**config.mk**
```make
export PLATFORM = sky130hd
export DESIGN_NAME = uart_ultrasword_jonz9
export DESIGN_NICKNAME = d
export VERILOG_FILES = /design/src/rtl/uart_ultrasword_jonz9.sv
export SDC_FILE = /design/constraint.sdc
export NUM_CORES = 1
export LEC_CHECK = 0
export CAP_MARGIN = 10
export CELL_PAD_IN_SITES_DETAIL_PLACEMENT = 1
export CELL_PAD_IN_SITES_GLOBAL_PLACEMENT = 2
export CORE_UTILIZATION = 36
export DETAILED_ROUTE_END_ITERATION = 10
export GPL_TIMING_DRIVEN = 0
export PLACE_DENSITY = 0.84
export SLEW_MARGIN = 0
export SYNTH_ARGS = -nofsm -noshare
export SYNTH_HDL_FRONTEND = slang
export SYNTH_SLANG_ARGS = --single-unit
```
**constraint.sdc**
```tcl
create_clock -name clk -period 2.9 [get_ports clk]
set_clock_uncertainty 0.05 [all_clocks]
set_input_delay 0.58 -clock clk [delete_from_list [all_inputs] [get_ports clk]]
set_output_delay 0.58 -clock clk [all_outputs]
set_load 0.05 [all_outputs]
```
**src/rtl/uart_ultrasword_jonz9.sv**
```systemverilog
// uart_ultrasword_jonz9
//   Tiny Tapeout user block: full-duplex UART with a fixed baud divider.
//   The default frame is 8N1. When UART_PARITY_EN is defined, the frame is
//   8E1: an even-parity bit follows D7, and a receive parity mismatch is
//   treated exactly like a bad stop bit.
//
// Parameter
//   CLKS_PER_BIT : clock cycles per UART bit (>= 4)
//
// Ports
//   clk     : system clock
//   rst_n   : asynchronous active-low reset
//   ena     : design-selected (ignored)
//   ui_in   : [0] rx line, [1] tx_start_n, [2] nib_sel, [3] rx_ack_n
//   uo_out  : [0] tx line, [1] tx_busy, [2] rx_valid, [3] rx_err,
//             [7:4] rx_data nibble selected by nib_sel
//   uio_in  : TX data byte, latched when a frame starts
//   uio_out : constant 0
//   uio_oe  : constant 0 (all uio pins are inputs)
//
// Strobes: tx_start_n and rx_ack_n act on their falling edge, seen after a
// 2-flop synchroniser. Registered outputs change on the 3rd rising clk after
// the pin falls. No valid/ready handshake exists here: a start strobe that
// arrives while tx_busy=1 is dropped, and rx_valid stays set until it is
// acknowledged (an unacknowledged frame is overwritten).
module uart_ultrasword_jonz9 #(
  parameter int CLKS_PER_BIT = 868
) (
  input  logic       clk,
  input  logic       rst_n,
  input  logic       ena,
  input  logic [7:0] ui_in,
  output logic [7:0] uo_out,
  input  logic [7:0] uio_in,
  output logic [7:0] uio_out,
  output logic [7:0] uio_oe
);

  localparam int CW = (CLKS_PER_BIT > 2) ? $clog2(CLKS_PER_BIT) : 1;
  localparam logic [CW-1:0] BIT_LAST  = CW'(CLKS_PER_BIT - 1);
  localparam logic [CW-1:0] HALF_LAST = CW'(CLKS_PER_BIT / 2 - 1);

  // State encodings are shared by the TX and RX FSMs.
  localparam logic [2:0] S_IDLE  = 3'd0;
  localparam logic [2:0] S_START = 3'd1;
  localparam logic [2:0] S_DATA  = 3'd2;
  localparam logic [2:0] S_STOP  = 3'd4;
`ifdef UART_PARITY_EN
  localparam logic [2:0] S_PAR   = 3'd3;
`endif

  // ---------------------------------------------------------------------
  // Input synchronisers. Everything resets to 1 (the idle level), so a pin
  // held high through reset never produces an event.
  // ---------------------------------------------------------------------
  logic [1:0] rx_ff, st_ff, ack_ff;
  logic       st_prev, ack_prev;
  logic       rx_s, st_s, ack_s;
  logic       start_ev, ack_ev;

  always_ff @(posedge clk or negedge rst_n) begin
    if (!rst_n) begin
      rx_ff    <= 2'b11;
      st_ff    <= 2'b11;
      ack_ff   <= 2'b11;
      st_prev  <= 1'b1;
      ack_prev <= 1'b1;
    end else begin
      rx_ff    <= {rx_ff[0], ui_in[0]};
      st_ff    <= {st_ff[0], ui_in[1]};
      ack_ff   <= {ack_ff[0], ui_in[3]};
      st_prev  <= st_s;
      ack_prev <= ack_s;
    end
  end

  assign rx_s     = rx_ff[1];
  assign st_s     = st_ff[1];
  assign ack_s    = ack_ff[1];
  assign start_ev = !st_s && st_prev;
  assign ack_ev   = !ack_s && ack_prev;

  // ---------------------------------------------------------------------
  // Transmitter
  // ---------------------------------------------------------------------
  logic [2:0]    tx_state;
  logic [CW-1:0] tx_cnt;
  logic [2:0]    tx_bit;
  logic [7:0]    tx_shreg;
  logic          tx;
  logic          tx_busy;
`ifdef UART_PARITY_EN
  logic          tx_par;
`endif

  always_ff @(posedge clk or negedge rst_n) begin
    if (!rst_n) begin
      tx_state <= S_IDLE;
      tx_cnt   <= '0;
      tx_bit   <= '0;
      tx_shreg <= '0;
      tx       <= 1'b1;
`ifdef UART_PARITY_EN
      tx_par   <= 1'b0;
`endif
    end else begin
      case (tx_state)
        S_IDLE: begin
          tx     <= 1'b1;
          tx_cnt <= '0;
          if (start_ev) begin
            // Byte is captured here; later uio_in changes do not reach the line.
            tx_shreg <= uio_in;
`ifdef UART_PARITY_EN
            tx_par   <= ^uio_in;
`endif
            tx       <= 1'b0;
            tx_state <= S_START;
          end
        end
        S_START: begin
          if (tx_cnt == BIT_LAST) begin
            tx_cnt   <= '0;
            tx       <= tx_shreg[0];
            tx_shreg <= {1'b0, tx_shreg[7:1]};
            tx_bit   <= '0;
            tx_state <= S_DATA;
          end else begin
            tx_cnt <= tx_cnt + 1'b1;
          end
        end
        S_DATA: begin
          if (tx_cnt == BIT_LAST) begin
            tx_cnt <= '0;
            if (tx_bit == 3'd7) begin
`ifdef UART_PARITY_EN
              tx       <= tx_par;
              tx_state <= S_PAR;
`else
              tx       <= 1'b1;
              tx_state <= S_STOP;
`endif
            end else begin
              tx       <= tx_shreg[0];
              tx_shreg <= {1'b0, tx_shreg[7:1]};
              tx_bit   <= tx_bit + 1'b1;
            end
          end else begin
            tx_cnt <= tx_cnt + 1'b1;
          end
        end
`ifdef UART_PARITY_EN
        S_PAR: begin
          if (tx_cnt == BIT_LAST) begin
            tx_cnt   <= '0;
            tx       <= 1'b1;
            tx_state <= S_STOP;
          end else begin
            tx_cnt <= tx_cnt + 1'b1;
          end
        end
`endif
        S_STOP: begin
          if (tx_cnt == BIT_LAST) begin
            tx_cnt   <= '0;
            tx_state <= S_IDLE;
          end else begin
            tx_cnt <= tx_cnt + 1'b1;
          end
        end
        default: begin
          tx       <= 1'b1;
          tx_cnt   <= '0;
          tx_state <= S_IDLE;
        end
      endcase
    end
  end

  // Busy comes straight from the state register, so it drops on the edge
  // that returns the FSM to IDLE and clears asynchronously with reset.
  assign tx_busy = (tx_state != S_IDLE);

  // ---------------------------------------------------------------------
  // Receiver
  // ---------------------------------------------------------------------
  logic [2:0]    rx_state;
  logic [CW-1:0] rx_cnt;
  logic [2:0]    rx_bit;
  logic [7:0]    rx_shreg;
  logic [7:0]    rx_data;
  logic          rx_valid;
  logic          rx_err;
  logic          rx_done;    // stop bit sampled; waiting for line high
  logic          par_bad;
`ifdef UART_PARITY_EN
  logic          rx_par_bad;
  assign par_bad = rx_par_bad;
`else
  assign par_bad = 1'b0;
`endif

  always_ff @(posedge clk or negedge rst_n) begin
    if (!rst_n) begin
      rx_state   <= S_IDLE;
      rx_cnt     <= '0;
      rx_bit     <= '0;
      rx_shreg   <= '0;
      rx_data    <= '0;
      rx_valid   <= 1'b0;
      rx_err     <= 1'b0;
      rx_done    <= 1'b0;
`ifdef UART_PARITY_EN
      rx_par_bad <= 1'b0;
`endif
    end else begin
      // Ack is applied first so a frame completing on the same edge wins.
      if (ack_ev) begin
        rx_valid <= 1'b0;
        rx_err   <= 1'b0;
      end
      case (rx_state)
        S_IDLE: begin
          rx_cnt  <= '0;
          rx_done <= 1'b0;
          if (!rx_s) rx_state <= S_START;
        end
        S_START: begin
          // Re-check the start bit at mid-bit to reject short glitches.
          if (rx_cnt == HALF_LAST) begin
            rx_cnt <= '0;
            rx_bit <= '0;
            rx_state <= rx_s ? S_IDLE : S_DATA;
          end else begin
            rx_cnt <= rx_cnt + 1'b1;
          end
        end
        S_DATA: begin
          if (rx_cnt == BIT_LAST) begin
            rx_cnt   <= '0;
            rx_shreg <= {rx_s, rx_shreg[7:1]};
            if (rx_bit == 3'd7) begin
`ifdef UART_PARITY_EN
              rx_state <= S_PAR;
`else
              rx_state <= S_STOP;
`endif
            end else begin
              rx_bit <= rx_bit + 1'b1;
            end
          end else begin
            rx_cnt <= rx_cnt + 1'b1;
          end
        end
`ifdef UART_PARITY_EN
        S_PAR: begin
          if (rx_cnt == BIT_LAST) begin
            rx_cnt     <= '0;
            rx_par_bad <= (^rx_shreg) ^ rx_s;
            rx_state   <= S_STOP;
          end else begin
            rx_cnt <= rx_cnt + 1'b1;
          end
        end
`endif
        S_STOP: begin
          if (!rx_done) begin
            if (rx_cnt == BIT_LAST) begin
              rx_cnt  <= '0;
              rx_done <= 1'b1;
              if (rx_s && !par_bad) begin
                rx_data  <= rx_shreg;
                rx_valid <= 1'b1;
                rx_err   <= 1'b0;
              end else begin
                rx_err <= 1'b1;
              end
            end else begin
              rx_cnt <= rx_cnt + 1'b1;
            end
          end else if (rx_s) begin
            // A break (line held low) parks the receiver here.
            rx_done  <= 1'b0;
            rx_state <= S_IDLE;
          end
        end
        default: begin
          rx_cnt   <= '0;
          rx_done  <= 1'b0;
          rx_state <= S_IDLE;
        end
      endcase
    end
  end

  // ---------------------------------------------------------------------
  // Outputs
  // ---------------------------------------------------------------------
  logic [3:0] nibble;
  assign nibble  = ui_in[2] ? rx_data[7:4] : rx_data[3:0];
  assign uo_out  = {nibble, rx_err, rx_valid, tx_busy, tx};
  assign uio_out = 8'h00;
  assign uio_oe  = 8'h00;

  logic unused_ok;
  assign unused_ok = &{1'b0, ena, ui_in[7:4]};

endmodule

```
# Yosys cells after proc, flatten, opt, wreduce, memory -nomap -nowiden
# Cells that the tools add are included.
[totals]
register_bits = 68
latchBits = 0
ram_bits = 0
mem_bits_ro = 0
in_bits = 19
output_inout_bits = 24
word_cells = 120
memories = 0
[op_classes]
n_addsub = 4
n_mul = 0
div = 0
magnitude_cmp = 0
n_eq_ne = 25
shift = 0
muxes = 51
n_bitwise = 2
reduce_logical = 20
[op_table]
columns = ["operator", "n"]
rows = [
  ["$mux W10", 5],
  ["$mux W3", 16],
  ["$mux W8", 4],
  ["$pmux W10 S3", 1],
  ["$ne A2 B2 Y1 const B", 14],
  ["$pmux W3 S4", 2],
  ["$pmux W8 S3", 1],
  ["$add A10 B1 Y10 const B", 2],
  ["$eq A10 B10 Y1 const B", 2],
  ["$mux W1", 16],
  ["$eq A3 B3 Y1 const B", 4],
  ["$pmux W3 S2", 2],
  ["$reduce_and A4 Y1", 3],
  ["$eq A10 B9 Y1 const B", 1],
  ["$reduce_and A5 Y1", 2],
  ["$add A3 B1 Y3 const B", 2],
  ["$eq A3 B1 Y1 const B", 2],
  ["$eq A3 B2 Y1 const B", 2],
  ["$logic_not A3 Y1", 2],
  ["$reduce_and A6 Y1", 1],
  ["$reduce_bool A3 Y1", 2],
  ["$mux W4", 1],
  ["$pmux W1 S4", 1],
  ["$reduce_bool A2 Y1", 2],
  ["9 further kinds", 12],
]

# Depth between registers and ports, before layout
# Gate-level depths: netlist of run 1.
[depth]
depth_word = 7
ltp_mapped = 8
depth_no_buf = 7

# Worst setup path before layout of run 1
# OpenSTA, ideal clock, no wires.
[synth_path]
path_kind = "reg2reg"
from = "reg rx_cnt[0]"
to = "reg rx_shreg[0]"
setup_ps = 125
t_arrival_ps = 1984
t_required_ps = 2725
setup_slack_ps = 742
path_stages_with_launch = 7
path_buffers = 1
period_less_slack_ps = 2158
cell_sequence = "dfrtp_1 ha_1 nand4b_1 or4b_1 buf_6 nor2_2 mux2_2"
[synth_between]
elab_chain_len = 2
[synth_rtl]
columns = ["item", "line_no", "source"]
rows = [
  ["from (decl)", "188", "logic [CW-1:0] rx_cnt;"],
  ["from (signal assigned)", "235", "rx_cnt <= rx_cnt + 1'b1;"],
  ["from (signal assigned)", "252", "rx_cnt <= rx_cnt + 1'b1;"],
  ["from (signal assigned)", "279", "rx_cnt <= rx_cnt + 1'b1;"],
  ["$eq A10 B10 Y1", "239", "if (rx_cnt == BIT_LAST) begin"],
  ["$reduce_and A2 Y1 (no source line)", "n/a", ""],
  ["to (signal assigned)", "241", "rx_shreg <= {rx_s, rx_shreg[7:1]};"],
  ["to (decl)", "190", "logic [7:0] rx_shreg;"],
]
# Every way passes these cells.
# A chain may end at the register's enable or synchronous reset.

# Worst setup path after layout of run 1
[layout_path]
from = "in ui_in[2]"
to = "out uo_out[5]"
[layout_between]
elab_chain_len = 1
[layout_rtl]
columns = ["item", "line_no", "source"]
rows = [
  ["from (decl)", "32", "input logic [7:0] ui_in,"],
  ["$mux W4", "300", "assign nibble = ui_in[2] ? rx_data[7:4] : rx_data[3:0];"],
  ["to (decl)", "33", "output logic [7:0] uo_out,"],
]
# Every way passes these cells.

==> flow_metrics.tcl, run 1 <==
set metrics [dict create \
    post_cts_buffers 0 \
    viasPerCell 4.85 \
    gr-total-overflow 0 \
    finalSetupViolations 0 \
    cpMaxStageDelayCell "clkdlybuf4s50_1" \
    pin_count 43 \
    clk_path_buf_depth 2 \
    clock_sinks 68 \
    ys_warn_count 0 \
    initial_core_util 0.370 \
    use_met3 0.0316 \
    leakagePower_nw 1.91 \
    synthFlopType "dfrtp_1" \
    total_power_mw 2.21 \
    async_flop_share 1.00 \
    synth_area_mm2 0.00342 \
    hold_buffers 0 \
    ys_ff_latch 68 \
    crit_chain "clkdlybuf4s50_1 -> mux2_2 -> clkdlybuf4s50_1" \
    synth-compound-area-share 0.110 \
    die_h_um 99.4 \
    route.detailed.drc 0 \
    cts_tree "done" \
    synth_cell_types 55 \
    path_buf_inv 2 \
    synth_area_leader_cell "dfrtp_1" \
    tightest_slew_ns 0.856 \
    postRouteAntennaNets 0 \
    multi_input_area_mm2 0.00151 \
    dr_total_vias 2424 \
    synth-xor-area-share 0.0205 \
    syn_inst 321 \
    synth-simple-area-share 0.167 \
    fillerInstances 1040 \
    rsz0062_at_grt "false" \
    dp_cells 486 \
    grt_pass1_vias 2442 \
    arrival_ns 2.21 \
    fp.dieW_um 99.4 \
    syn_area_per_cell_um2 10.6 \
    min_path_type "primary input to asynchronous set/reset pin" \
    port_buffers 21 \
    grt_start_max_net_pins 69 \
    power_density_mw_per_mm2 551 \
    cts.repair.resized 0 \
    layout-drive-gt1-share 0.216 \
    cap_violations 0 \
    period_share 0.978 \
    timing.slew.headroom 0.429 \
    drt-initial-drc-count 61 \
    final_cells 500 \
    htreeDepth 3 \
    final_max_slew_viol_count 0 \
    avgRoutedWirePerCell_um 13.3 \
    dp_hpwl_um 4740 \
    wirelength_um 6670 \
    final-seq-area_mm2 0.00171 \
    rr_startpoint "tx_cnt[0]$_DFF_PN0_" \
    hold_viol_final 0 \
    synthMuxAreaShare 0.102 \
    design_area_mm2 0.00401 \
    synthTopCellsByArea "dfrtp_1 (43%), mux2_2 (7.2%), dfstp_2 (6.9%)" \
    worstRegToRegCells 7 \
    period_needed_ns 2.84 \
    cts_made_buffers 9 \
    r2r-end "tx_shreg[5]$_DFFE_PN0P_" \
    die_area_mm2 0.00989 \
    critPathCaptureType "output pin" \
    cpPeakStageDelay_ns 0.70 \
    grt_pass1_wl_um 11600 \
    syn2layout_area_growth_pct 17.4 \
    routabilityCongestion 0.733 \
    cpLargestDelayFamily "buffers and inverters" \
    cp-start-kind "primary input" \
    use_met1 0.183 \
    layout.nets 393 \
    critPathKind "primary input to output pin" \
    layout_common_cells "dfrtp_1 (59), nor2_1 (36), mux2_2 (22), buf_4 (22), clkdlybuf4s50_1 (18)" \
    placementRows 35 \
    globalRouteMet2Util 0.246 \
    root_buffer "clkbuf_8" \
    final_common_cell "dfrtp_1" \
    core_area_mm2 0.00924 \
    clk_latency_ns 0.34 \
    path_max_fanout 4 \
    n_antenna_cell 0 \
    clkTransAtPathRegs_ns 0.07 \
    yosysSeqAreaShare 0.501 \
    synth_adder_area_share 0.0256 \
    synth_top_area_frac 0.432 \
    first_pass_iters 4 \
    finalSetupTns_ns 0 \
    grt.total_usage 0.147 \
    path_common_cell "clkdlybuf4s50_1" \
    peakVddDrop_mv 0.265 \
    antenna_found_initial 0 \
    reg2reg_slack_ns 0.48 \
    synth_edf_count 0 \
    required_ns 2.27 \
    synth_top_family_by_area "simple AND/OR/NAND/NOR gates" \
    dpl_cell_area_mm2 0.00384 \
    status "finished clean" \
    fmax_mhz 353 \
    grt.busiest_layer "met2" \
]
[synthesized netlist by cell type (2+ instances only)]
cell type  instances
dfrtp_1           59
nor2_1            36
mux2_2            22
buf_4             21
a21oi_1           16
nand2_1           14
nor3_1            11
o21ai_0           11
clkbuf_1          10
mux2i_1           10
a22o_1             9
dfstp_2            9
inv_1              9
nand3_1            9
ha_1               7
nor2b_1            5
a31oi_1            4
nand2b_1           4
nor4_1             4
xnor2_1            4
xor2_1             4
and3_1             3
or3b_2             3
a2111oi_0          2
a21o_1             2
nand4_1            2
nor3b_1            2
or3_1              2
[power by group]
part           switching (mW)  leakage (nW)  internal (mW)  total, mW
clock                   0.336        0.0893          0.350      0.687
combinational           0.200         0.959          0.159      0.359
sequential             0.0926         0.862           1.07       1.17
[cell families after synthesis]
group           after synthesis
simple gates                107
flops                        68
compound gates               55
buf+inv                      43
mux                          32
xor+xnor                      8
fa+ha+maj                     7
other cells                   1
[cell type report]
cell class              count  area share
clock buffers              13      0.0396
multi-input cells         225       0.377
inverters                   9     0.00842
flip-flops and latches     68       0.427
clock inverters             2     0.00249
well taps                 129      0.0402
repair buffers             21      0.0530
plain buffers              33      0.0527
[worst max-delay path by stage]
stage / start / to / slack [ns] / cells past startpoint
final: ui_in[2] / uo_out[5] / 0.06 / 3
after global routing: ui_in[2] / uo_out[5] / 0.01 / 3
after CTS: ui_in[2] / uo_out[5] / 0.05 / 3
after detailed placement: ui_in[2] / uo_out[5] / 0.06 / 3
after global placement: rst_n / rx_data[7]$_DFFE_PN0P_ / -1.14 / 1
after floorplan: rx_cnt[0]$_DFFE_PN0P_ / rx_shreg[0]$_DFFE_PN0P_ / 0.74 / 6
[routing by layer]
metal  up-vias  wire [um]
met1      1206       3120
met4         0        101
li1       1189          -
met5         -          0
met2        22       3310
met3         7        150
[stage by stage]
| step | util | hold slack, ns | worst slack [ns] |
|---|---|---|---|
| after floorplan | - | 0.234 | 0.742 |
| final | 0.434 | 0.288 | 0.0647 |
| after CTS | 0.434 | 0.311 | 0.0521 |
| after global routing | 0.434 | 0.312 | 0.0108 |
| after detailed placement | 0.416 | 0.301 | 0.0602 |
| after global placement | 0.416 | 0.296 | -1.14 |
[flip-flops by register name, summed over array words and instances, names as in the netlist, 2 cells and up]
register and flops:
rx_ff 2, tx_shreg 8, rx_state 3, rx_bit 3, rx_data 8, tx_bit 3
tx_cnt 10, rx_shreg 8, ack_ff 2, st_ff 2, rx_cnt 10, tx_state 3
(Power assumes the default switching activity.)
==> run 2, diff against run 1 <==
--- a/config.mk
+++ b/config.mk
@@ -10,6 +10,7 @@
 export CELL_PAD_IN_SITES_GLOBAL_PLACEMENT = 2
 export CORE_UTILIZATION = 36
 export DETAILED_ROUTE_END_ITERATION = 10
+export GPL_ROUTABILITY_DRIVEN = 0
 export GPL_TIMING_DRIVEN = 0
 export PLACE_DENSITY = 0.84
 export SLEW_MARGIN = 0
==> constraint.sdc (replaced) <==
create_clock -name clk -period 2.9 [get_ports clk]
set_clock_uncertainty 0.05 [all_clocks]
set_input_delay 0.725 -clock clk [delete_from_list [all_inputs] [get_ports clk]]
set_output_delay 0.725 -clock clk [all_outputs]
set_load 0.05 [all_outputs]
==> run 2 against run 1 <==
- design area is 0.28% lower
- sequential share of layout area is 0.12 points higher
- clock-buffer cell count stayed put
- worst hold slack better by 0.022 ns
- final cell count is 0.20% higher
- maximum frequency is 0.29% lower
==> flow_metrics.tcl, run 2 (synthesis gave the netlist of run 1 again) <==
set metrics [dict create \
    cpLargestDelayFamily "buffers and inverters" \
    core_area_mm2 0.00924 \
    htreeDepth 3 \
    fmax_mhz 352 \
    design_area_mm2 0.00400 \
    clk_path_buf_depth 2 \
    reg2reg_slack_ns 0.47 \
    period_needed_ns 2.84 \
    path_max_fanout 4 \
    required_ns 2.12 \
    route.detailed.drc 0 \
    avgRoutedWirePerCell_um 13.3 \
    final_max_slew_viol_count 0 \
    layout.nets 394 \
    crit_chain "clkdlybuf4s50_1 -> mux2_2 -> dlygate4sd2_1" \
    placementRows 35 \
    cap_violations 0 \
    clock_sinks 68 \
    wirelength_um 6670 \
    period_share 0.980 \
    grt_pass1_wl_um 11600 \
    hold_buffers 0 \
    grt_start_max_net_pins 69 \
    antenna_found_initial 0 \
    r2r-end "tx_shreg[5]$_DFFE_PN0P_" \
    grt_pass1_vias 2442 \
    cpMaxStageDelayCell "clkdlybuf4s50_1" \
    cts_made_buffers 9 \
    path_buf_inv 2 \
    reg_top3 "rx_cnt x10, tx_cnt x10" \
    syn2layout_area_growth_pct 17.1 \
    first_pass_iters 4 \
    hold_ws_ns 0.309 \
    layout_common_cells "dfrtp_1 (59), nor2_1 (36), mux2_2 (22), buf_4 (22)" \
    dp_hpwl_um 4740 \
    arrival_ns 2.07 \
    finalSetupTns_ns 0 \
    pin_count 43 \
    timing.slew.headroom 0.428 \
    drt-initial-drc-count 67 \
    startpoint "ui_in[2]" \
    cts_tree "done" \
    layout-drive-gt1-share 0.218 \
    finalSetupViolations 0 \
    fp.dieW_um 99.4 \
    clk_latency_ns 0.34 \
    grt.total_usage 0.147 \
    cpPeakStageDelay_ns 0.56 \
    final_common_cell "dfrtp_1" \
    tightest_slew_ns 0.858 \
    power_density_mw_per_mm2 553 \
    viasPerCell 4.85 \
    die_h_um 99.4 \
    dp_cells 486 \
    leakagePower_nw 1.91 \
    clkTransAtPathRegs_ns 0.07 \
    post-place-ws_ns -0.230 \
    peakVddDrop_mv 0.265 \
    final_cells 501 \
    rr_startpoint "tx_cnt[0]$_DFF_PN0_" \
    fin_ws_ns 0.0566 \
    rsz0062_at_grt "false" \
    min_path_type "flip-flop to flip-flop" \
    die_area_mm2 0.00989 \
    worstRegToRegCells 7 \
    hold_viol_final 0 \
    critPathKind "primary input to output pin" \
    status "finished clean" \
    root_buffer "clkbuf_8" \
    cp-start-kind "primary input" \
    path_depth 3 \
    dpl_cell_area_mm2 0.00384 \
    critPathCaptureType "output pin" \
    gr-total-overflow 0 \
    postRouteAntennaNets 0 \
    endpoint "uo_out[5]" \
    port_buffers 21 \
    initial_core_util 0.370 \
    n_antenna_cell 0 \
    dr_total_vias 2429 \
]
-- run 2: cell count changes in the layout (fill, tap and decap cells not counted), sizes merged --
cell	before	now
dlygate4sd2	0	4
clkbuf	24	25
dlymetal6s2s	2	0
clkdlybuf4s50	18	15
buf	23	24
-- run 2: worst min-delay path by stage --
| stage | end | start | depth (start not counted) | slack (ns) |
|---|---|---|---|---|
| global placement | rx_ff[1]$_DFF_PN1_ | rx_ff[0]$_DFF_PN1_ | 0 | 0.30 |
| CTS | ack_ff[1]$_DFF_PN1_ | ack_ff[0]$_DFF_PN1_ | 0 | 0.31 |
| global route | ack_ff[1]$_DFF_PN1_ | ack_ff[0]$_DFF_PN1_ | 0 | 0.31 |
| detailed placement | ack_ff[1]$_DFF_PN1_ | ack_ff[0]$_DFF_PN1_ | 0 | 0.30 |
| floorplan | ack_ff[1]$_DFF_PN1_ | ack_ff[0]$_DFF_PN1_ | 0 | 0.30 |
| finish | ack_ff[1]$_DFF_PN1_ | ack_ff[0]$_DFF_PN1_ | 0 | 0.31 |
-- run 2: area by class of cell --
cell class              instances  area, um^2
plain buffers                  34         215
clock buffers                  13         159
clock inverters                 2        10.0
fillers                      1043        5240
inverters                       9        33.8
multi-input cells             225        1510
flip-flops and latches         68        1710
well taps                     129         161
repair buffers                 21         198
-- run 2: power by group --
| group | switching (mW) | internal (mW) | leakage [nW] |
|---|---|---|---|
| sequential | 0.0924 | 1.07 | 0.862 |
| combinational | 0.200 | 0.159 | 0.955 |
| clock | 0.337 | 0.350 | 0.0893 |
-- run 2: repair_timing --
| item | CTS | global route |
|---|---|---|
| setup endpoints to repair | 5 | 1 |
| buffers inserted | 0 | 0 |
| gates resized for setup | 5 | 2 |
| hold endpoints to repair | 0 | 0 |
-- run 2: per-layer routing --
metal	GRT usage	vias to the layer above	part of all wire
li1	-	1192	-
met1	0.183	1208	0.47
met2	0.246	22	0.50
met3	0.0316	7	0.022
met4	0.0656	0	0.015
met5	0	-	0
-- run 2: through the flow --
| step | util | total power, mW |
|---|---|---|
| 6_report | 0.433 | 2.21 |
| 3_3_place_gp | 0.416 | 1.53 |
| 3_5_place_dp | 0.416 | 1.55 |
| 2_1_floorplan | - | 1.44 |
| 4_1_cts | 0.434 | 2.25 |
| 5_1_grt | 0.433 | 2.33 |
-- run 2: worst reg2reg max path, stage by stage (launching register included) --
cell,delay (ns)
dfrtp_1,0.39
ha_1,0.23
and4b_1,0.20
nand4_1,0.29
a221oi_2,0.58
clkbuf_1,0.40
nor2_1,0.08
a21oi_1,0.13
==> run 3, diff against run 2 <==
--- a/config.mk
+++ b/config.mk
@@ -12,7 +12,7 @@
 export DETAILED_ROUTE_END_ITERATION = 10
 export GPL_ROUTABILITY_DRIVEN = 0
 export GPL_TIMING_DRIVEN = 0
-export PLACE_DENSITY = 0.84
+export PLACE_DENSITY = 0.8
 export SLEW_MARGIN = 0
 export SYNTH_ARGS = -nofsm -noshare
 export SYNTH_HDL_FRONTEND = slang
==> run 3 against run 2 <==
- die area unchanged
- critical endpoint is now uo_out[4]
- design area rose by 0.91%
- utilization increased by 0.39 points
- final cell count grew 0.20%
- maximum frequency shrank 0.47%
- combinational power about the same
- highest routed layer unchanged
- critical path type unchanged
- flip-flop and latch count is the same
- register-to-register slack worse by 0.02 ns
==> flow_metrics.tcl, run 3 (synthesis gave the netlist of run 1 again) <==
set metrics [dict create \
    min_path_type "flip-flop to flip-flop" \
    root_buffer "clkbuf_8" \
    n_antenna_cell 0 \
    p_sw_mw 0.690 \
    tightest_slew_ns 0.849 \
    port_buffers 21 \
    dp_cells 486 \
    internal-power_mw 1.64 \
    period_share 0.985 \
    grt_pass1_vias 2536 \
    hold_viol_final 0 \
    die_h_um 99.4 \
    power_density_mw_per_mm2 577 \
    layout_common_cells "dfrtp_1 (59), nor2_1 (36), mux2_2 (22), buf_4 (22)" \
    route.detailed.drc 0 \
    pwr-share-comb 0.153 \
    initial_core_util 0.370 \
    critPathKind "primary input to output pin" \
    dr_total_vias 2424 \
    die_area_mm2 0.00989 \
    cp-start-kind "primary input" \
    drt-initial-drc-count 57 \
    clk_path_buf_depth 2 \
    grt_start_max_net_pins 69 \
    path_max_fanout 4 \
    placementRows 35 \
    arrival_ns 2.08 \
    postRouteAntennaNets 0 \
    pin_count 43 \
    swShare 0.296 \
    clock_sinks 68 \
    status "finished clean" \
    avgRoutedWirePerCell_um 13.6 \
    htreeDepth 3 \
    power_frac_seq 0.500 \
    finalSetupViolations 0 \
    layout.nets 394 \
    cap_violations 0 \
    dpl_cell_area_mm2 0.00384 \
    clkTransAtPathRegs_ns 0.09 \
    peakVddDrop_mv 0.252 \
    layout-drive-gt1-share 0.225 \
    cts_tree "done" \
    antenna_found_initial 0 \
    design_area_mm2 0.00404 \
    timing.slew.headroom 0.434 \
    dp_hpwl_um 4730 \
    period_needed_ns 2.86 \
    gr-total-overflow 0 \
    final_max_slew_viol_count 0 \
    fp.dieW_um 99.4 \
    leakagePower_nw 1.92 \
    rsz0062_at_grt "false" \
    reg_top3 "rx_cnt x10, tx_cnt x10" \
    fmax_mhz 350 \
    first_pass_iters 4 \
    core_area_mm2 0.00924 \
    wirelength_um 6840 \
    total_power_mw 2.33 \
    required_ns 2.12 \
    p_clk_frac 0.347 \
    grt_pass1_wl_um 12100 \
    final_cells 502 \
    critPathCaptureType "output pin" \
    cts_made_buffers 9 \
    clk_latency_ns 0.34 \
    grt.total_usage 0.157 \
    syn2layout_area_growth_pct 18.2 \
    viasPerCell 4.83 \
    final_common_cell "dfrtp_1" \
]
==> run 3: cell types whose count changed in the layout (fill, tap and decap cells not counted), sizes merged <==
cell	delta
bufinv	+1
clkbuf	-4
clkinv	-1
clkinvlp	+1
inv	+4
==> run 3: routing by layer <==
layer  wire length [um]  track usage
met4                 85       0.0633
met5                  0            0
met1               3070        0.199
met2               3510        0.257
met3                168       0.0401
==> run 3: path summary, 6_finish.rpt <==
check	end	cells past startpoint	start	slack [ns]
max reg2reg	tx_shreg[6]$_DFFE_PN0P_	7	tx_cnt[0]$_DFF_PN0_	0.45
min	rx_ff[1]$_DFF_PN1_	0	rx_ff[0]$_DFF_PN1_	0.31
min reg2reg	rx_ff[1]$_DFF_PN1_	0	rx_ff[0]$_DFF_PN1_	0.31
max	uo_out[4]	3	ui_in[2]	0.04
max in group asynchronous	tx_shreg[6]$_DFFE_PN0P_	1	rst_n	1.81
min in group asynchronous	tx_cnt[8]$_DFF_PN0_	1	rst_n	0.43
==> run 3: critical path: stages <==
cell             delay (ns)
clkdlybuf4s50_1        0.58
mux2_2                 0.35
dlygate4sd2_1          0.42
==> run 3: stage by stage <==
stage | hold slack [ns] | TNS [ns] | setup slack (ns) | util
6_report | 0.308 | 0 | 0.0431 | 0.437
2_1_floorplan | 0.295 | 0 | 0.742 | -
3_5_place_dp | 0.297 | -0.997 | -0.255 | 0.416
5_1_grt | 0.314 | 0 | 0.000715 | 0.437
4_1_cts | 0.311 | 0 | 0.0277 | 0.438
3_3_place_gp | 0.296 | -84.52 | -1.34 | 0.416
==> run 3: layout make-up <==
class,count,area (um^2)
fillers,1055,5200
flip-flops and latches,68,1710
multi-input cells,225,1510
plain buffers,34,215
repair buffers,21,198
well taps,129,161
clock buffers,9,124
clock inverters,7,81.3
inverters,9,33.8
==> run 3: repair_timing <==
item | in CTS | in global routing
gates resized for setup | 5 | 2
hold buffers | 0 | 0
buffers inserted | 0 | 0
setup endpoints to repair | 5 | 1
==> run 3: power groups by stage <==
stage / Sequential (mW) / Combinational (mW) / Clock (mW)
5_1_grt: 1.18 / 0.410 / 0.880
2_1_floorplan: 1.16 / 0.280 / 0
6_report: 1.17 / 0.357 / 0.809
3_3_place_gp: 1.18 / 0.350 / 0
4_1_cts: 1.17 / 0.364 / 0.842
3_5_place_dp: 1.18 / 0.362 / 0
